<file path="src/rtl/apb_pkg.sv">
// Shared APB types: protection field, response codes and the APB phase state.
package apb_pkg;

    typedef logic [2:0] prot_t;

    localparam logic RESP_OKAY   = 1'b0;
    localparam logic RESP_SLVERR = 1'b1;

    typedef enum logic [1:0] {
        IDLE   = 2'd0,
        SETUP  = 2'd1,
        ACCESS = 2'd2
    } apb_state_e;

endpackage

</file>
<file path="src/rtl/apb_rr_arbiter_sel.sv">
// Combinational round-robin picker: the first valid requester at or above the
// pointer wins, otherwise the first valid one below it.
module apb_rr_arbiter_sel #(
    parameter int NumReq = 4,
    parameter int IdxW   = (NumReq > 1) ? $clog2(NumReq) : 1
) (
    input  logic [NumReq-1:0] valid_i,
    input  logic [IdxW-1:0]   ptr_i,
    output logic [NumReq-1:0] grant_o,
    output logic [IdxW-1:0]   idx_o,
    output logic              any_o
);

    always_comb begin
        grant_o = '0;
        idx_o   = '0;
        any_o   = 1'b0;
        for (int j = 0; j < NumReq; j++) begin
            if (!any_o && valid_i[j] && (j >= int'(ptr_i))) begin
                grant_o[j] = 1'b1;
                idx_o      = IdxW'(j);
                any_o      = 1'b1;
            end
        end
        // wrap-around pass over the requesters below the pointer
        for (int j = 0; j < NumReq; j++) begin
            if (!any_o && valid_i[j] && (j < int'(ptr_i))) begin
                grant_o[j] = 1'b1;
                idx_o      = IdxW'(j);
                any_o      = 1'b1;
            end
        end
    end

endmodule

</file>
<file path="src/rtl/apb_rr_arbiter.sv">
// Round-robin sharing of one APB master port between NumReq valid/ready
// requesters, with an optional PREADY timeout that forces SLVERR completion.
module apb_rr_arbiter
    import apb_pkg::*;
#(
    parameter int NumReq        = 4,
    parameter int AddrWidth     = 32,
    parameter int DataWidth     = 32,
    parameter int TimeoutCycles = 0
) (
    input  logic                          clk_i,
    input  logic                          rst_ni,
    input  logic [NumReq-1:0]             req_valid_i,
    output logic [NumReq-1:0]             req_ready_o,
    input  logic [NumReq*AddrWidth-1:0]   req_addr_i,
    input  logic [NumReq-1:0]             req_write_i,
    input  logic [NumReq*DataWidth-1:0]   req_wdata_i,
    input  logic [NumReq*DataWidth/8-1:0] req_strb_i,
    input  logic [NumReq*3-1:0]           req_prot_i,
    output logic [NumReq-1:0]             rsp_valid_o,
    output logic [DataWidth-1:0]          rsp_rdata_o,
    output logic                          rsp_slverr_o,
    output logic [AddrWidth-1:0]          paddr_o,
    output prot_t                         pprot_o,
    output logic                          psel_o,
    output logic                          penable_o,
    output logic                          pwrite_o,
    output logic [DataWidth-1:0]          pwdata_o,
    output logic [DataWidth/8-1:0]        pstrb_o,
    input  logic                          pready_i,
    input  logic [DataWidth-1:0]          prdata_i,
    input  logic                          pslverr_i
);

    localparam int IdxW  = (NumReq > 1) ? $clog2(NumReq) : 1;
    localparam int StrbW = DataWidth / 8;
    localparam int CntW  = (TimeoutCycles > 1) ? $clog2(TimeoutCycles) : 1;
    localparam logic [CntW-1:0] CntLast = CntW'((TimeoutCycles > 0) ? TimeoutCycles - 1 : 0);

    apb_state_e        state_q;
    logic [IdxW-1:0]   ptr_q;
    logic [IdxW-1:0]   owner_q;
    logic [CntW-1:0]   cnt_q;
    logic [NumReq-1:0] grant;
    logic [IdxW-1:0]   win_idx;
    logic              any_valid;
    logic              timeout_hit;
    logic              complete;
    logic              arb;

    function automatic logic [IdxW-1:0] next_ptr(input logic [IdxW-1:0] idx);
        if (int'(idx) == NumReq - 1) return '0;
        return idx + 1'b1;
    endfunction

    apb_rr_arbiter_sel #(
        .NumReq (NumReq),
        .IdxW   (IdxW)
    ) u_sel (
        .valid_i (req_valid_i),
        .ptr_i   (ptr_q),
        .grant_o (grant),
        .idx_o   (win_idx),
        .any_o   (any_valid)
    );

    // pready in the expiry cycle wins over the timeout
    assign timeout_hit = (TimeoutCycles != 0) && (state_q == ACCESS) && !pready_i
                         && (cnt_q == CntLast);
    assign complete    = (state_q == ACCESS) && (pready_i || timeout_hit);
    assign arb         = (state_q == IDLE) || complete;
    assign req_ready_o = arb ? grant : '0;

    always_ff @(posedge clk_i or negedge rst_ni) begin
        if (!rst_ni) begin
            cnt_q <= '0;
        end else if (state_q == SETUP) begin
            cnt_q <= '0;
        end else if ((TimeoutCycles != 0) && (state_q == ACCESS) && !pready_i && !timeout_hit) begin
            cnt_q <= cnt_q + 1'b1;
        end
    end

    always_ff @(posedge clk_i or negedge rst_ni) begin
        if (!rst_ni) begin
            state_q   <= IDLE;
            ptr_q     <= '0;
            owner_q   <= '0;
            psel_o    <= 1'b0;
            penable_o <= 1'b0;
            paddr_o   <= '0;
            pprot_o   <= '0;
            pwrite_o  <= 1'b0;
            pwdata_o  <= '0;
            pstrb_o   <= '0;
        end else if (arb && any_valid) begin
            state_q   <= SETUP;
            ptr_q     <= next_ptr(win_idx);
            owner_q   <= win_idx;
            psel_o    <= 1'b1;
            penable_o <= 1'b0;
            paddr_o   <= req_addr_i[win_idx*AddrWidth +: AddrWidth];
            pprot_o   <= req_prot_i[win_idx*3 +: 3];
            pwrite_o  <= req_write_i[win_idx];
            pwdata_o  <= req_wdata_i[win_idx*DataWidth +: DataWidth];
            pstrb_o   <= req_strb_i[win_idx*StrbW +: StrbW];
        end else if (state_q == SETUP) begin
            state_q   <= ACCESS;
            penable_o <= 1'b1;
        end else if (complete) begin
            // address/data keep their last values once the bus goes idle
            state_q   <= IDLE;
            psel_o    <= 1'b0;
            penable_o <= 1'b0;
        end
    end

    always_ff @(posedge clk_i or negedge rst_ni) begin
        if (!rst_ni) begin
            rsp_valid_o  <= '0;
            rsp_rdata_o  <= '0;
            rsp_slverr_o <= RESP_OKAY;
        end else if (complete) begin
            rsp_valid_o          <= '0;
            rsp_valid_o[owner_q] <= 1'b1;
            rsp_rdata_o          <= (pwrite_o || timeout_hit) ? '0 : prdata_i;
            rsp_slverr_o         <= timeout_hit ? RESP_SLVERR : pslverr_i;
        end else begin
            rsp_valid_o  <= '0;
            rsp_rdata_o  <= '0;
            rsp_slverr_o <= RESP_OKAY;
        end
    end

endmodule
</file>
<file path="config.mk">
export PLATFORM = sky130hd
export DESIGN_NAME = apb_rr_arbiter
export DESIGN_NICKNAME = d
export VERILOG_FILES = /design/src/rtl/apb_pkg.sv /design/src/rtl/apb_rr_arbiter_sel.sv /design/src/rtl/apb_rr_arbiter.sv
export SDC_FILE = /design/constraint.sdc
export NUM_CORES = 1
export LEC_CHECK = 0
export BUFFER_PORTS_ARGS = -buffer_cell sky130_fd_sc_hd__clkbuf_2
export CAP_MARGIN = 0
export CORE_MARGIN = 8
export CORE_UTILIZATION = 25
export DETAILED_ROUTE_END_ITERATION = 7
export PLACE_DENSITY_LB_ADDON = 0.2
export RECOVER_POWER = 25
export SYNTH_ARGS = -nofsm -noshare
export SYNTH_HDL_FRONTEND = slang
export SYNTH_SLANG_ARGS = --single-unit
</file>
<file path="constraint.sdc">
create_clock -name clk_i -period 5.12 [get_ports clk_i]
set_input_delay 0.256 -clock clk_i [delete_from_list [all_inputs] [get_ports clk_i]]
set_output_delay 0.256 -clock clk_i [all_outputs]
set_load 0.01 [all_outputs]
</file>
==> impl_metrics.sql, run 1 <==
INSERT INTO impl_metrics (metric_group, metric, value, unit) VALUES
('status', 'run_status', 'finished, violations left', ''),
('status', 'violated_checks', 'capacitance limit, slew limit', ''),
('route', 'avgRoutedWirePerCell', '18.81', 'um'),
('timing', 'timing.max_slew.rel_slack', '-0.1204', ''),
('timing', 'max_slew_violation_count', '29', ''),
('run', 'drv_cap', '1', ''),
('synth', 'synth_sequential_area_ratio', '0.4468', ''),
('placed_design', 'place.detailed.hpwl', '21.52', 'mm'),
('synth', 'synth.largest_area_cell', 'sky130_fd_sc_hd__dfrtp_1', ''),
('floorplanning', 'die_y', '177.2', 'um'),
('setup_path', 'critical_path.startpoint_type', 'register', ''),
('global_route', 'groute.usage.overall', '0.1748', ''),
('synth', 'synth.top_cells.by_area', 'sky130_fd_sc_hd__dfrtp_1 (45%), sky130_fd_sc_hd__nand2_1 (17%), sky130_fd_sc_hd__a211o_1 (9.7%)', ''),
('floorplanning', 'coreArea', '25760', 'um^2'),
('floorplanning', 'die_x', '177.2', 'um'),
('pwr', 'switching_power', '0.002058', 'W'),
('finish', 'commonest_non_fill_non_tap_cells_in_the_layout', 'sky130_fd_sc_hd__clkbuf_2 (385), sky130_fd_sc_hd__nand2_1 (301), sky130_fd_sc_hd__dfrtp_1 (116), sky130_fd_sc_hd__a21oi_1 (82), sky130_fd_sc_hd__a211o_1 (72)', ''),
('setup_path', 'path_cells', 'nand2b_1 -> a21oi_1 -> o21ai_4 -> buf_4 -> a21oi_1 -> a211o_1', ''),
('clocking', 'clock_tree.buffer_depth', '2', ''),
('timing', 'setup_viol', '0', ''),
('finish', 'fin_nets', '1512', ''),
('route', 'ant_nets', '0', ''),
('floorplanning', 'die_area', '31410', 'um^2'),
('finish', 'insertedDiodeCount', '0', ''),
('floorplanning', 'core.rowCount', '59', ''),
('synth', 'number_of_instances_in_the_synthesized_netlist', '773', ''),
('synth', 'yosys_cell_types', '33', ''),
('setup_path', 'critPathMaxStageDelay', '0.88', 'ns'),
('setup_path', 'data_arrival_at_the_endpoint_of_the_critical_path', '3.08', 'ns'),
('pwr', 'report.power.total', '0.004856', 'W'),
('setup_path', 'critical_path_required', '5.40', 'ns'),
('timing', 'setup_tns', '0', 'ns'),
('clocking', 'hold_buffer_count_at_cts', '1', ''),
('timing', 'max_clock_freq', '357.4', 'MHz'),
('placed_design', 'globalplace.congestion', '0.7996', ''),
('synth', 'synth_fp_nets', '1102', ''),
('setup_path', 'worst-r2r-setup-slack', '2.32', 'ns'),
('clocking', 'clkLatencyLatePin', '0.42', 'ns'),
('setup_path', 'crit_end', 'pwdata_o[29]', ''),
('finish', 'mostFrequentLayoutCell', 'sky130_fd_sc_hd__clkbuf_2', ''),
('finish', 'stdcell_area', '9432', 'um^2'),
('synth', 'ys_ff_latch', '116', ''),
('route', 'drt_iter0_drc', '315', ''),
('timing', 'final.period_utilization', '0.5465', ''),
('synth', 'yosys_synthesis_warning_count', '0', ''),
('clocking', 'cts-htree-levels', '4', ''),
('setup_path', 'r2r-end', 'pwdata_o[29]', ''),
('floorplanning', 'initial_core_util', '0.2522', ''),
('pwr', 'p_per_area', '514.9', 'nW/um^2'),
('pwr', 'comb_power_share', '0.442', ''),
('pwr', 'vdd_drop_max', '0.2779', 'mV'),
('setup_path', 'cp.buffers_inverters', '1', ''),
('finish', 'synthToLayoutAreaGrowth', '45.16', '%'),
('pwr', 'cell_internal_pwr', '0.002797', 'W'),
('setup_path', 'timing.critical_path.fanout_max', '39', ''),
('synth', 'synth.cell_area', '6497', 'um^2'),
('global_route', 'grt_start_max_net_pins', '146', ''),
('pwr', 'fraction_of_power_spent_switching_nets', '0.4239', ''),
('clocking', 'clock-root-buffer', 'sky130_fd_sc_hd__clkbuf_16', ''),
('timing', 'tightestPinTransition', '1.681', 'ns'),
('clocking', 'clk_transition_reported_paths', '0.07', 'ns'),
('placed_design', 'io_buffers', '442', ''),
('route', 'routed_wirelength', '28.79', 'mm'),
('setup_path', 'max_stage_delay_cell_worst_path', 'sky130_fd_sc_hd__o21ai_4', ''),
('route', 'drc', '0', ''),
('setup_path', 'critPathCaptureType', 'register', ''),
('timing', 'finalHoldViolCount', '0', ''),
('global_route', 'grt_remaining_overflow', '0', ''),
('global_route', 'vias_in_the_first_global_route', '7347', ''),
('floorplanning', 'ioPinCount', '443', ''),
('pwr', 'share_clk_of_total_power', '0.253', '');
## cell usage after synthesis
| cell type | number |
|---|---|
| sky130_fd_sc_hd__nor2_1 | 7 |
| sky130_fd_sc_hd__a21boi_1 | 1 |
| sky130_fd_sc_hd__or2_2 | 1 |
| sky130_fd_sc_hd__o2111a_1 | 1 |
| sky130_fd_sc_hd__or3b_1 | 2 |
| sky130_fd_sc_hd__o22ai_1 | 2 |
| sky130_fd_sc_hd__o21ai_0 | 2 |
| sky130_fd_sc_hd__inv_2 | 2 |
| sky130_fd_sc_hd__mux2_2 | 1 |
| sky130_fd_sc_hd__nand2_1 | 301 |
| sky130_fd_sc_hd__ha_1 | 1 |
| sky130_fd_sc_hd__inv_1 | 4 |
| sky130_fd_sc_hd__nor3_1 | 1 |
| sky130_fd_sc_hd__and3_1 | 3 |
| sky130_fd_sc_hd__nor2b_1 | 1 |
| sky130_fd_sc_hd__dfrtp_1 | 116 |
| sky130_fd_sc_hd__o21ai_1 | 1 |
| sky130_fd_sc_hd__a211oi_4 | 1 |
| sky130_fd_sc_hd__buf_6 | 9 |
| sky130_fd_sc_hd__a311oi_2 | 1 |
| sky130_fd_sc_hd__and2_1 | 33 |
| sky130_fd_sc_hd__clkbuf_1 | 18 |
| sky130_fd_sc_hd__a21oi_2 | 69 |
| sky130_fd_sc_hd__o221ai_2 | 1 |
| sky130_fd_sc_hd__nor3b_1 | 1 |
| sky130_fd_sc_hd__o31ai_1 | 1 |
| sky130_fd_sc_hd__buf_2 | 33 |
| sky130_fd_sc_hd__o21ai_2 | 1 |
| sky130_fd_sc_hd__a21oi_1 | 82 |
| sky130_fd_sc_hd__buf_4 | 1 |
| sky130_fd_sc_hd__nor4_2 | 1 |
| sky130_fd_sc_hd__a211o_1 | 72 |
| sky130_fd_sc_hd__nand2b_1 | 2 |
## final cells by class
| class | count | area, um^2 |
|---|---|---|
| tap | 335 | 419.2 |
| timing repair buffer | 452 | 2231 |
| clock inverter | 15 | 168.9 |
| sequential | 116 | 2903 |
| clock buffer | 17 | 425.4 |
| inverter | 6 | 25.02 |
| multi-input combinational | 590 | 3259 |
| fill | 2801 | 16330 |
## sequential cells by signal, summed over array words and instances (netlist names)
register      count
rsp_slverr_o      1
pwdata_o         32
psel_o            1
paddr_o          32
rsp_valid_o       4
pprot_o           3
pstrb_o           4
rsp_rdata_o      32
ptr_q             2
owner_q           2
penable_o         1
state_q           1
pwrite_o          1
## metal layers
metal  routed length [um]  up-vias  share of wire  global-route usage
met2                13860      317           0.48              0.2926
met3                 3138       25           0.11             0.07382
met5                    0        -              0                   0
met4                  553        0          0.019             0.05254
met1                11240     3251           0.39              0.1997
li1                     -     3432              -                   -
## worst register-to-register path: cells and delay by family (launching register included)
family | cells | cell delay (ns)
AND/OR/NAND/NOR | 1 | 0.17
AO/OA/AOI/OAI | 4 | 1.43
flip-flops | 1 | 0.50
buffers and inverters | 1 | 0.57
## how the worst min path moves through the flow
stage | startpoint | to | slack [ns] | cells past startpoint
floorplan | rst_ni | owner_q[0] | -0.04 | 0
global placement | rst_ni | pwdata_o[28] | 0.21 | 1
detailed placement | rst_ni | pwdata_o[28] | 0.21 | 1
CTS | prdata_i[21] | rsp_rdata_o[21] | 0.01 | 2
global route | prdata_i[26] | rsp_rdata_o[26] | 0.01 | 2
finish | prdata_i[21] | rsp_rdata_o[21] | 0.04 | 2
## per-stage QoR
| step | setup WS, ns | instances | hold WS, ns | util |
|---|---|---|---|---|
| finish | 2.322 | 1531 | 0.03595 | 0.3661 |
| floorplan | 3.280 | 773 | -0.03959 | - |
| CTS | 2.255 | 1531 | 0.01014 | 0.3689 |
| global placement | 2.341 | 1498 | 0.2103 | 0.3455 |
| global route | 2.076 | 1531 | 0.01325 | 0.3661 |
| detailed placement | 2.287 | 1498 | 0.2138 | 0.3455 |
## cells by family after synthesis
family / count (synthesis) / share of synthesized area
adders and majority gates: 1 / 0.001925
DFF: 116 / 0.4468
AOI/OAI and AO/OA: 235 / 0.2706
buffers and inverters: 67 / 0.05604
and+or+nand+nor: 353 / 0.2230
muxes: 1 / 0.001733
## power groups by stage
stage               logic (W)  registers, W  clock network (W)
floorplan             0.00129       0.00158                  0
global placement      0.00223       0.00149                  0
detailed placement    0.00223       0.00149                  0
CTS                   0.00223       0.00148            0.00127
global route          0.00238       0.00153            0.00130
finish                0.00215       0.00148            0.00123
Power figures use the tool's default switching activity.
==> run 2: changes to the inputs <==
--- a/config.mk
+++ b/config.mk
@@ -5,6 +5,7 @@
 export SDC_FILE = /design/constraint.sdc
 export NUM_CORES = 1
 export LEC_CHECK = 0
+export ABC_AREA = 1
 export BUFFER_PORTS_ARGS = -buffer_cell sky130_fd_sc_hd__clkbuf_2
 export CAP_MARGIN = 0
 export CORE_MARGIN = 8
==> constraint.sdc (replaced) <==
create_clock -name clk_i -period 2.44 [get_ports clk_i]
set_input_delay 0.122 -clock clk_i [delete_from_list [all_inputs] [get_ports clk_i]]
set_output_delay 0.122 -clock clk_i [all_outputs]
set_load 0.01 [all_outputs]
==> impl_metrics.sql, run 2 <==
INSERT INTO impl_metrics (metric_group, metric, value, unit) VALUES
('setup_path', 'critPathMostFrequentCell', 'sky130_fd_sc_hd__nand2_1', ''),
('floorplanning', 'die_y', '181.5', 'um'),
('timing', 'tightestPinTransition', '1.135', 'ns'),
('global_route', 'grt_remaining_overflow', '0', ''),
('global_route', 'vias_in_the_first_global_route', '8705', ''),
('clocking', 'tritoncts.num_buffers', '17', ''),
('setup_path', 'path_cells', 'nand2_1 -> nand2_1 -> nand2_1 -> nor2_4 -> nand3_4 -> buf_16 -> a21oi_2 -> clkbuf_2', ''),
('setup_path', 'critical_path.startpoint_type', 'register', ''),
('route', 'post_drt_via_cell_ratio', '4.600', ''),
('timing', 'finalHoldViolCount', '0', ''),
('global_route', 'groute.usage.overall', '0.1822', ''),
('timing', 'setup_viol', '0', ''),
('timing', 'min_period', '2.228', 'ns'),
('route', 'dr.pass1.iters', '5', ''),
('clocking', 'postCtsSetupBuffers', '0', ''),
('clocking', 'clock-root-buffer', 'sky130_fd_sc_hd__clkbuf_16', ''),
('setup_path', 'max_stage_delay_cell_worst_path', 'sky130_fd_sc_hd__dfrtp_1', ''),
('setup_path', 'critPathCaptureType', 'primary output', ''),
('floorplanning', 'die_x', '181.5', 'um'),
('floorplanning', 'core.rowCount', '60', ''),
('synth', 'synth_edf_count', '0', ''),
('setup_path', 'critical_path_required', '2.32', 'ns'),
('synth', 'synth.largest_area_cell', 'sky130_fd_sc_hd__dfrtp_1', ''),
('finish', 'drive_gt1_frac', '0.3208', ''),
('synth', 'synth_sequential_area_ratio', '0.4237', ''),
('timing', 'timing.max_slew.rel_slack', '0.2436', ''),
('clocking', 'clkLatencyLatePin', '0.41', 'ns'),
('floorplanning', 'coreArea', '26950', 'um^2'),
('pwr', 'p_per_area', '1070', 'nW/um^2'),
('timing', 'max_slew_violation_count', '0', ''),
('synth', 'netlist.area_leader.share', '0.4237', ''),
('pwr', 'vdd_drop_max', '1.003', 'mV'),
('timing', 'final.hold.worst_slack', '0.02480', 'ns'),
('setup_path', 'data_arrival_at_the_endpoint_of_the_critical_path', '2.11', 'ns'),
('global_route', 'grtUsageMet1', '0.2185', ''),
('floorplanning', 'die_area', '32960', 'um^2'),
('route', 'drc', '0', ''),
('placed_design', 'globalplace.congestion', '0.8259', ''),
('clocking', 'cts-htree-levels', '4', ''),
('setup_path', 'critPathMaxStageDelay', '0.36', 'ns'),
('timing', 'final.period_utilization', '0.9131', ''),
('setup_path', 'critical_path_class', 'reg -> out', ''),
('placed_design', 'io_buffers', '442', ''),
('synth', 'syn_area_per_cell', '6.776', 'um^2'),
('synth', 'synth.cell_area', '6850', 'um^2'),
('global_route', 'grt_pass1_wl', '48.16', 'mm'),
('route', 'detailroute.via_count', '8331', ''),
('route', 'avgRoutedWirePerCell', '16.95', 'um'),
('synth', 'yosys_cell_types', '23', ''),
('global_route', 'gr-max-usage-layer', 'met2', ''),
('setup_path', 'timing.critical_path.fanout_max', '121', ''),
('finish', 'synthToLayoutAreaGrowth', '49.97', '%'),
('timing', 'max_clock_freq', '448.8', 'MHz'),
('synth', 'yosys_synthesis_warning_count', '0', ''),
('synth', 'number_of_instances_in_the_synthesized_netlist', '1011', ''),
('floorplanning', 'initial_core_util', '0.2542', ''),
('finish', 'commonest_non_fill_non_tap_cells_in_the_layout', 'sky130_fd_sc_hd__nand2_1 (466), sky130_fd_sc_hd__clkbuf_2 (407), sky130_fd_sc_hd__nand3_1 (273), sky130_fd_sc_hd__dfrtp_1 (116), sky130_fd_sc_hd__dlygate4sd3_1 (41)', ''),
('route', 'routed_wirelength', '30.70', 'mm'),
('pwr', 'report.power.total', '0.01100', 'W'),
('synth', 'ys_ff_latch', '116', ''),
('clocking', 'numClockSinks', '116', ''),
('clocking', 'cts_tree', 'done', ''),
('floorplanning', 'ioPinCount', '443', ''),
('min_path', 'min_path_type', 'in -> reg', ''),
('synth', 'synth_fp_nets', '1340', ''),
('synth', 'yosys-top-cells-count', 'sky130_fd_sc_hd__nand2_1 (466), sky130_fd_sc_hd__nand3_1 (273), sky130_fd_sc_hd__dfrtp_1 (116), sky130_fd_sc_hd__nor2_1 (35), sky130_fd_sc_hd__buf_2 (25)', ''),
('synth', 'synthArstFlopShare', '1.000', ''),
('global_route', 'grt_start_max_net_pins', '145', ''),
('placed_design', 'place.detailed.hpwl', '22.52', 'mm'),
('synth', 'synth_ff_type', 'sky130_fd_sc_hd__dfrtp_1', ''),
('pwr', 'p_leak', '5.808', 'nW'),
('finish', 'mostFrequentLayoutCell', 'sky130_fd_sc_hd__nand2_1', ''),
('global_route', 'global_route.usage.met2', '0.3139', ''),
('finish', 'fin_nets', '1784', ''),
('status', 'run_status', 'finished clean', ''),
('timing', 'setup_tns', '0', 'ns'),
('clocking', 'clk_transition_reported_paths', '0.06', 'ns'),
('global_route', 'met3_usage', '0.04770', ''),
('synth', 'synth.top_cells.by_area', 'sky130_fd_sc_hd__dfrtp_1 (42%), sky130_fd_sc_hd__nand2_1 (26%), sky130_fd_sc_hd__nand3_1 (20%)', ''),
('run', 'drv_cap', '0', ''),
('timing', 'finalClockSkew', '0.01334', 'ns'),
('clocking', 'clock_tree.buffer_depth', '2', ''),
('finish', 'top_regs', 'paddr_o (32), pwdata_o (32), rsp_rdata_o (32)', ''),
('route', 'drt_iter0_drc', '495', ''),
('global_route', 'grt_antenna_before_repair', '2', ''),
('synth', 'yosys.cell_count.top_type', 'sky130_fd_sc_hd__nand2_1', ''),
('timing', 'grt_setup_unrepaired', 'no', ''),
('route', 'ant_nets', '0', ''),
('finish', 'fin_util', '0.3812', '');
[run 2: report_power, final]
part	leakage (nW)	internal, W	switching (W)
Sequential	1.48	0.00265	0.000396
Combinational	4.04	0.00193	0.00349
Clock	0.283	0.00145	0.00108
[run 2: worst paths after layout]
path	startpoint	end	slack [ns]	cells after the start
min	req_wdata_i[121]	pwdata_o[25]	0.02	5
max in group asynchronous	rst_ni	pstrb_o[0]	0.72	3
max reg2reg	ptr_q[1]	pwdata_o[19]	0.39	10
min reg2reg	owner_q[0]	rsp_valid_o[0]	0.45	1
min in group asynchronous	rst_ni	pwdata_o[28]	0.47	2
max	ptr_q[0]	req_ready_o[1]	0.21	8
[run 2: stage by stage]
| step | instance area (um^2) | setup WS (ns) | instances |
|---|---|---|---|
| after CTS | 10310 | 0.09041 | 1809 |
| after floorplan | 6850 | 0.7787 | 1011 |
| after global placement | 9311 | 0.4165 | 1736 |
| after detailed placement | 9311 | 0.3896 | 1736 |
| final | 10270 | 0.2121 | 1811 |
| after global routing | 10270 | 0.05115 | 1811 |
[run 2: cell families after synthesis]
logic type      Yosys count  share of synthesized area
fa+ha+maj                 1                   0.001826
buf+inv                  94                    0.07653
simple gates            791                     0.4906
flops                   116                     0.4237
compound gates            9                   0.007306
[run 2: per-layer routing]
| layer | wire length (um) | share of wire | vias up |
|---|---|---|---|
| met5 | 0 | 0 | - |
| met4 | 731 | 0.024 | 0 |
| met3 | 1862 | 0.061 | 35 |
| met2 | 15300 | 0.50 | 303 |
| met1 | 12800 | 0.42 | 3836 |
| li1 | - | - | 4157 |
[run 2: layout make-up]
cell class	count	area, um^2
repair buffers	504	2840
diodes	2	5.005
well taps	341	426.7
flip-flops and latches	116	2903
multi-input cells	801	3455
inverters	15	58.81
fillers	2960	16680
clock inverters	15	160.2
clock buffers	17	425.4
[run 2: critical path, delay by kind of cell (launching register included)]
family | cells | cell delay [ns]
buf+inv | 2 | 0.47
compound gates | 1 | 0.28
simple gates | 5 | 0.57
flops | 1 | 0.36
[run 2: timing repair]
item	4_1_cts	5_1_grt
hold buffers	41	0
setup endpoints to repair	0	1
resized for setup	0	2
hold endpoints to repair	76	0
==> run 3: changes to the inputs <==
--- a/config.mk
+++ b/config.mk
@@ -7,7 +7,7 @@
 export LEC_CHECK = 0
 export ABC_AREA = 1
 export BUFFER_PORTS_ARGS = -buffer_cell sky130_fd_sc_hd__clkbuf_2
-export CAP_MARGIN = 0
+export CAP_MARGIN = 20
 export CORE_MARGIN = 8
 export CORE_UTILIZATION = 25
 export DETAILED_ROUTE_END_ITERATION = 7
==> constraint.sdc (replaced) <==
create_clock -name clk_i -period 1.8 [get_ports clk_i]
set_input_delay 0.09 -clock clk_i [delete_from_list [all_inputs] [get_ports clk_i]]
set_output_delay 0.09 -clock clk_i [all_outputs]
set_load 0.01 [all_outputs]
==> impl_metrics.sql, run 3 (synthesis results as in run 2) <==
INSERT INTO impl_metrics (metric_group, metric, value, unit) VALUES
('clocking', 'cts_tree', 'done', ''),
('setup_path', 'crit_cells', '9', ''),
('global_route', 'grt_antenna_before_repair', '2', ''),
('floorplanning', 'die_x', '181.5', 'um'),
('min_path', 'timing.hold.worst.start', 'req_addr_i[125]', ''),
('timing', 'setup_viol', '76', ''),
('route', 'drt_iter0_drc', '471', ''),
('timing', 'min_period', '1.952', 'ns'),
('floorplanning', 'die_area', '32960', 'um^2'),
('floorplanning', 'coreArea', '26950', 'um^2'),
('finish', 'synthToLayoutAreaGrowth', '86.08', '%'),
('run', 'drv_cap', '0', ''),
('timing', 'tightestPinTransition', '1.105', 'ns'),
('route', 'post_drt_via_cell_ratio', '4.751', ''),
('setup_path', 'critical_path_class', 'reg -> out', ''),
('setup_path', 'cp.buffers_inverters', '3', ''),
('timing', 'finalClockSkew', '0.007447', 'ns'),
('setup_path', 'critical_path_required', '1.71', 'ns'),
('route', 'routed_wirelength', '36.95', 'mm'),
('floorplanning', 'initial_core_util', '0.2542', ''),
('global_route', 'groute.usage.overall', '0.2009', ''),
('floorplanning', 'core.rowCount', '60', ''),
('finish', 'fin_nets', '1925', ''),
('pwr', 'vdd_drop_max', '0.7483', 'mV'),
('finish', 'drive_gt1_frac', '0.4394', ''),
('finish', 'fill_cells', '2683', ''),
('setup_path', 'timing.critical_path.fanout_max', '4', ''),
('placed_design', 'globalplace.congestion', '0.8390', ''),
('route', 'avgRoutedWirePerCell', '18.93', 'um'),
('timing', 'max_slew_violation_count', '0', ''),
('placed_design', 'place.detailed.hpwl', '23.27', 'mm'),
('finish', 'ff_latch_area', '2903', 'um^2'),
('finish', 'stdcell_area', '12750', 'um^2'),
('floorplanning', 'ioPinCount', '443', ''),
('clocking', 'clock_tree.buffer_depth', '2', ''),
('finish', 'multi_input_comb_area', '4020', 'um^2'),
('global_route', 'met3_usage', '0.04651', ''),
('clocking', 'clock-root-buffer', 'sky130_fd_sc_hd__clkbuf_16', ''),
('timing', 'final.period_utilization', '1.084', ''),
('setup_path', 'critPathCaptureType', 'primary output', ''),
('clocking', 'numClockSinks', '116', ''),
('timing', 'max_clock_freq', '512.4', 'MHz'),
('clocking', 'clkLatencyLatePin', '0.41', 'ns'),
('setup_path', 'r2r-end', 'pwdata_o[0]', ''),
('global_route', 'global_route.usage.met2', '0.3397', ''),
('global_route', 'grt_remaining_overflow', '0', ''),
('clocking', 'clk_transition_reported_paths', '0.06', 'ns'),
('floorplanning', 'die_y', '181.5', 'um'),
('finish', 'mostFrequentLayoutCell', 'sky130_fd_sc_hd__clkbuf_2', ''),
('route', 'ant_nets', '0', ''),
('setup_path', 'path_cells', 'nand2_2 -> nand2_2 -> nand2_2 -> nor2_4 -> nand3_4 -> buf_12 -> buf_12 -> a21oi_4 -> buf_6', ''),
('placed_design', 'io_buffers', '442', ''),
('min_path', 'min_path_type', 'in -> reg', ''),
('global_route', 'gr-max-usage-layer', 'met2', ''),
('route', 'drc', '0', ''),
('pwr', 'report.power.total', '0.01829', 'W'),
('setup_path', 'worstReg2RegStart', 'ptr_q[0]', ''),
('timing', 'finalHoldViolCount', '0', ''),
('global_route', 'grtUsageMet1', '0.2447', ''),
('pwr', 'p_per_area', '1435', 'nW/um^2'),
('min_path', 'worst_hold_path.endpoint', 'paddr_o[29]', ''),
('finish', 'commonest_non_fill_non_tap_cells_in_the_layout', 'sky130_fd_sc_hd__clkbuf_2 (437), sky130_fd_sc_hd__nand2_1 (392), sky130_fd_sc_hd__nand3_1 (223), sky130_fd_sc_hd__dfrtp_1 (116), sky130_fd_sc_hd__dlygate4sd3_1 (110)', ''),
('pwr', 'p_leak', '7.080', 'nW'),
('setup_path', 'timing.reg2reg.worst_path_depth', '14', ''),
('status', 'violated_checks', 'setup timing', ''),
('route', 'detailroute.via_count', '9273', ''),
('clocking', 'cts-htree-levels', '4', ''),
('status', 'run_status', 'finished, violations left', ''),
('global_route', 'grt_start_max_net_pins', '77', ''),
('global_route', 'vias_in_the_first_global_route', '9435', ''),
('setup_path', 'worst-r2r-setup-slack', '-0.13', 'ns'),
('setup_path', 'critPathMaxStageDelay', '0.39', 'ns'),
('clocking', 'tritoncts.num_buffers', '17', ''),
('route', 'dr.pass1.iters', '5', ''),
('global_route', 'grt_pass1_wl', '53.05', 'mm'),
('setup_path', 'max_stage_delay_cell_worst_path', 'sky130_fd_sc_hd__dfrtp_1', ''),
('setup_path', 'cpLargestDelayFamily', 'simple AND/OR/NAND/NOR gates', ''),
('setup_path', 'critical_path.startpoint_type', 'register', ''),
('setup_path', 'data_arrival_at_the_endpoint_of_the_critical_path', '1.86', 'ns'),
('setup_path', 'critPathMostFrequentCell', 'sky130_fd_sc_hd__nand2_2', ''),
('timing', 'timing.max_slew.rel_slack', '0.2636', ''),
('finish', 'top_regs', 'paddr_o (32), pwdata_o (32), rsp_rdata_o (32)', ''),
('timing', 'postLayoutSetupSlackWorst', '-0.1517', 'ns'),
('placed_design', 'placedInstanceArea', '9587', 'um^2'),
('min_path', 'whs_path_depth', '5', ''),
('timing', 'grt_setup_unrepaired', 'yes', '');
-- run 3: changes by cell type in the layout (fill, tap and decap cells not counted), sizes merged --
cell,delta
inv,-1
bufinv,+1
clkinvlp,-2
dlygate4sd3,+69
buf,+64
clkbuf,+6
nand2,+1
bufbuf,+1
clkinv,+2
-- run 3: area by class of cell --
class / count / share of cell area
Timing Repair Buffer: 644 / 0.3700
Multi-Input combinational cell: 802 / 0.3154
Sequential cell: 116 / 0.2277
Tap cell: 341 / 0.03347
Clock buffer: 17 / 0.03337
Clock inverter: 15 / 0.01443
Inverter: 15 / 0.005202
Antenna cell: 2 / 0.0003926
-- run 3: metal layers --
| layer | vias up | wire length [um] |
|---|---|---|
| met1 | 4358 | 15400 |
| met5 | - | 0 |
| met2 | 404 | 18370 |
| met4 | 0 | 980 |
| met3 | 58 | 2195 |
| li1 | 4453 | - |
-- run 3: metrics by stage --
| stage | worst slack, ns | hold slack, ns | instances | utilization | setup TNS [ns] |
|---|---|---|---|---|---|
| 5_1_grt | -0.2399 | 0.01267 | 1952 | 0.4730 | -14.14 |
| 4_1_cts | -0.1395 | 0.0003514 | 1926 | 0.4403 | -4.804 |
| 3_5_place_dp | 0.002127 | 0.1473 | 1756 | 0.3557 | 0 |
| 6_report | -0.1517 | 0.008598 | 1952 | 0.4730 | -5.835 |
| 2_1_floorplan | 0.1387 | -0.2056 | 1011 | - | 0 |
| 3_3_place_gp | 0.02985 | 0.1517 | 1756 | 0.3557 | 0 |
-- run 3: what timing repair did --
action	CTS	global route
endpoints found under the hold margin	192	0
gates resized for setup	29	168
hold buffers	110	0
gates cloned	11	14
setup endpoints to repair	6	80
setup buffers	18	16
pin swaps	10	45
-- run 3: worst register-to-register path, delay by kind of cell, from the launching register on --
family | cells | cell delay, ns
simple gates | 10 | 0.89
flops | 1 | 0.39
buf+inv | 4 | 0.58
-- run 3: where the power goes --
| group | total (W) | internal [W] | switching, W |
|---|---|---|---|
| combinational | 0.0106 | 0.00451 | 0.00606 |
| sequential | 0.00415 | 0.00359 | 0.000561 |
| clock | 0.00356 | 0.00210 | 0.00146 |
| total | 0.0183 | 0.0102 | 0.00808 |
-- run 3: worst max-delay path by stage --
| stage | start | endpoint | slack, ns |
|---|---|---|---|
| finish | ptr_q[0] | req_ready_o[1] | -0.15 |
| global route | ptr_q[1] | req_ready_o[1] | -0.24 |
| CTS | ptr_q[0] | req_ready_o[1] | -0.14 |
| detailed placement | ptr_q[0] | pwdata_o[3] | 0.002 |
| global placement | ptr_q[1] | pwdata_o[10] | 0.03 |
| floorplan | ptr_q[1] | ptr_q[1] | 0.14 |
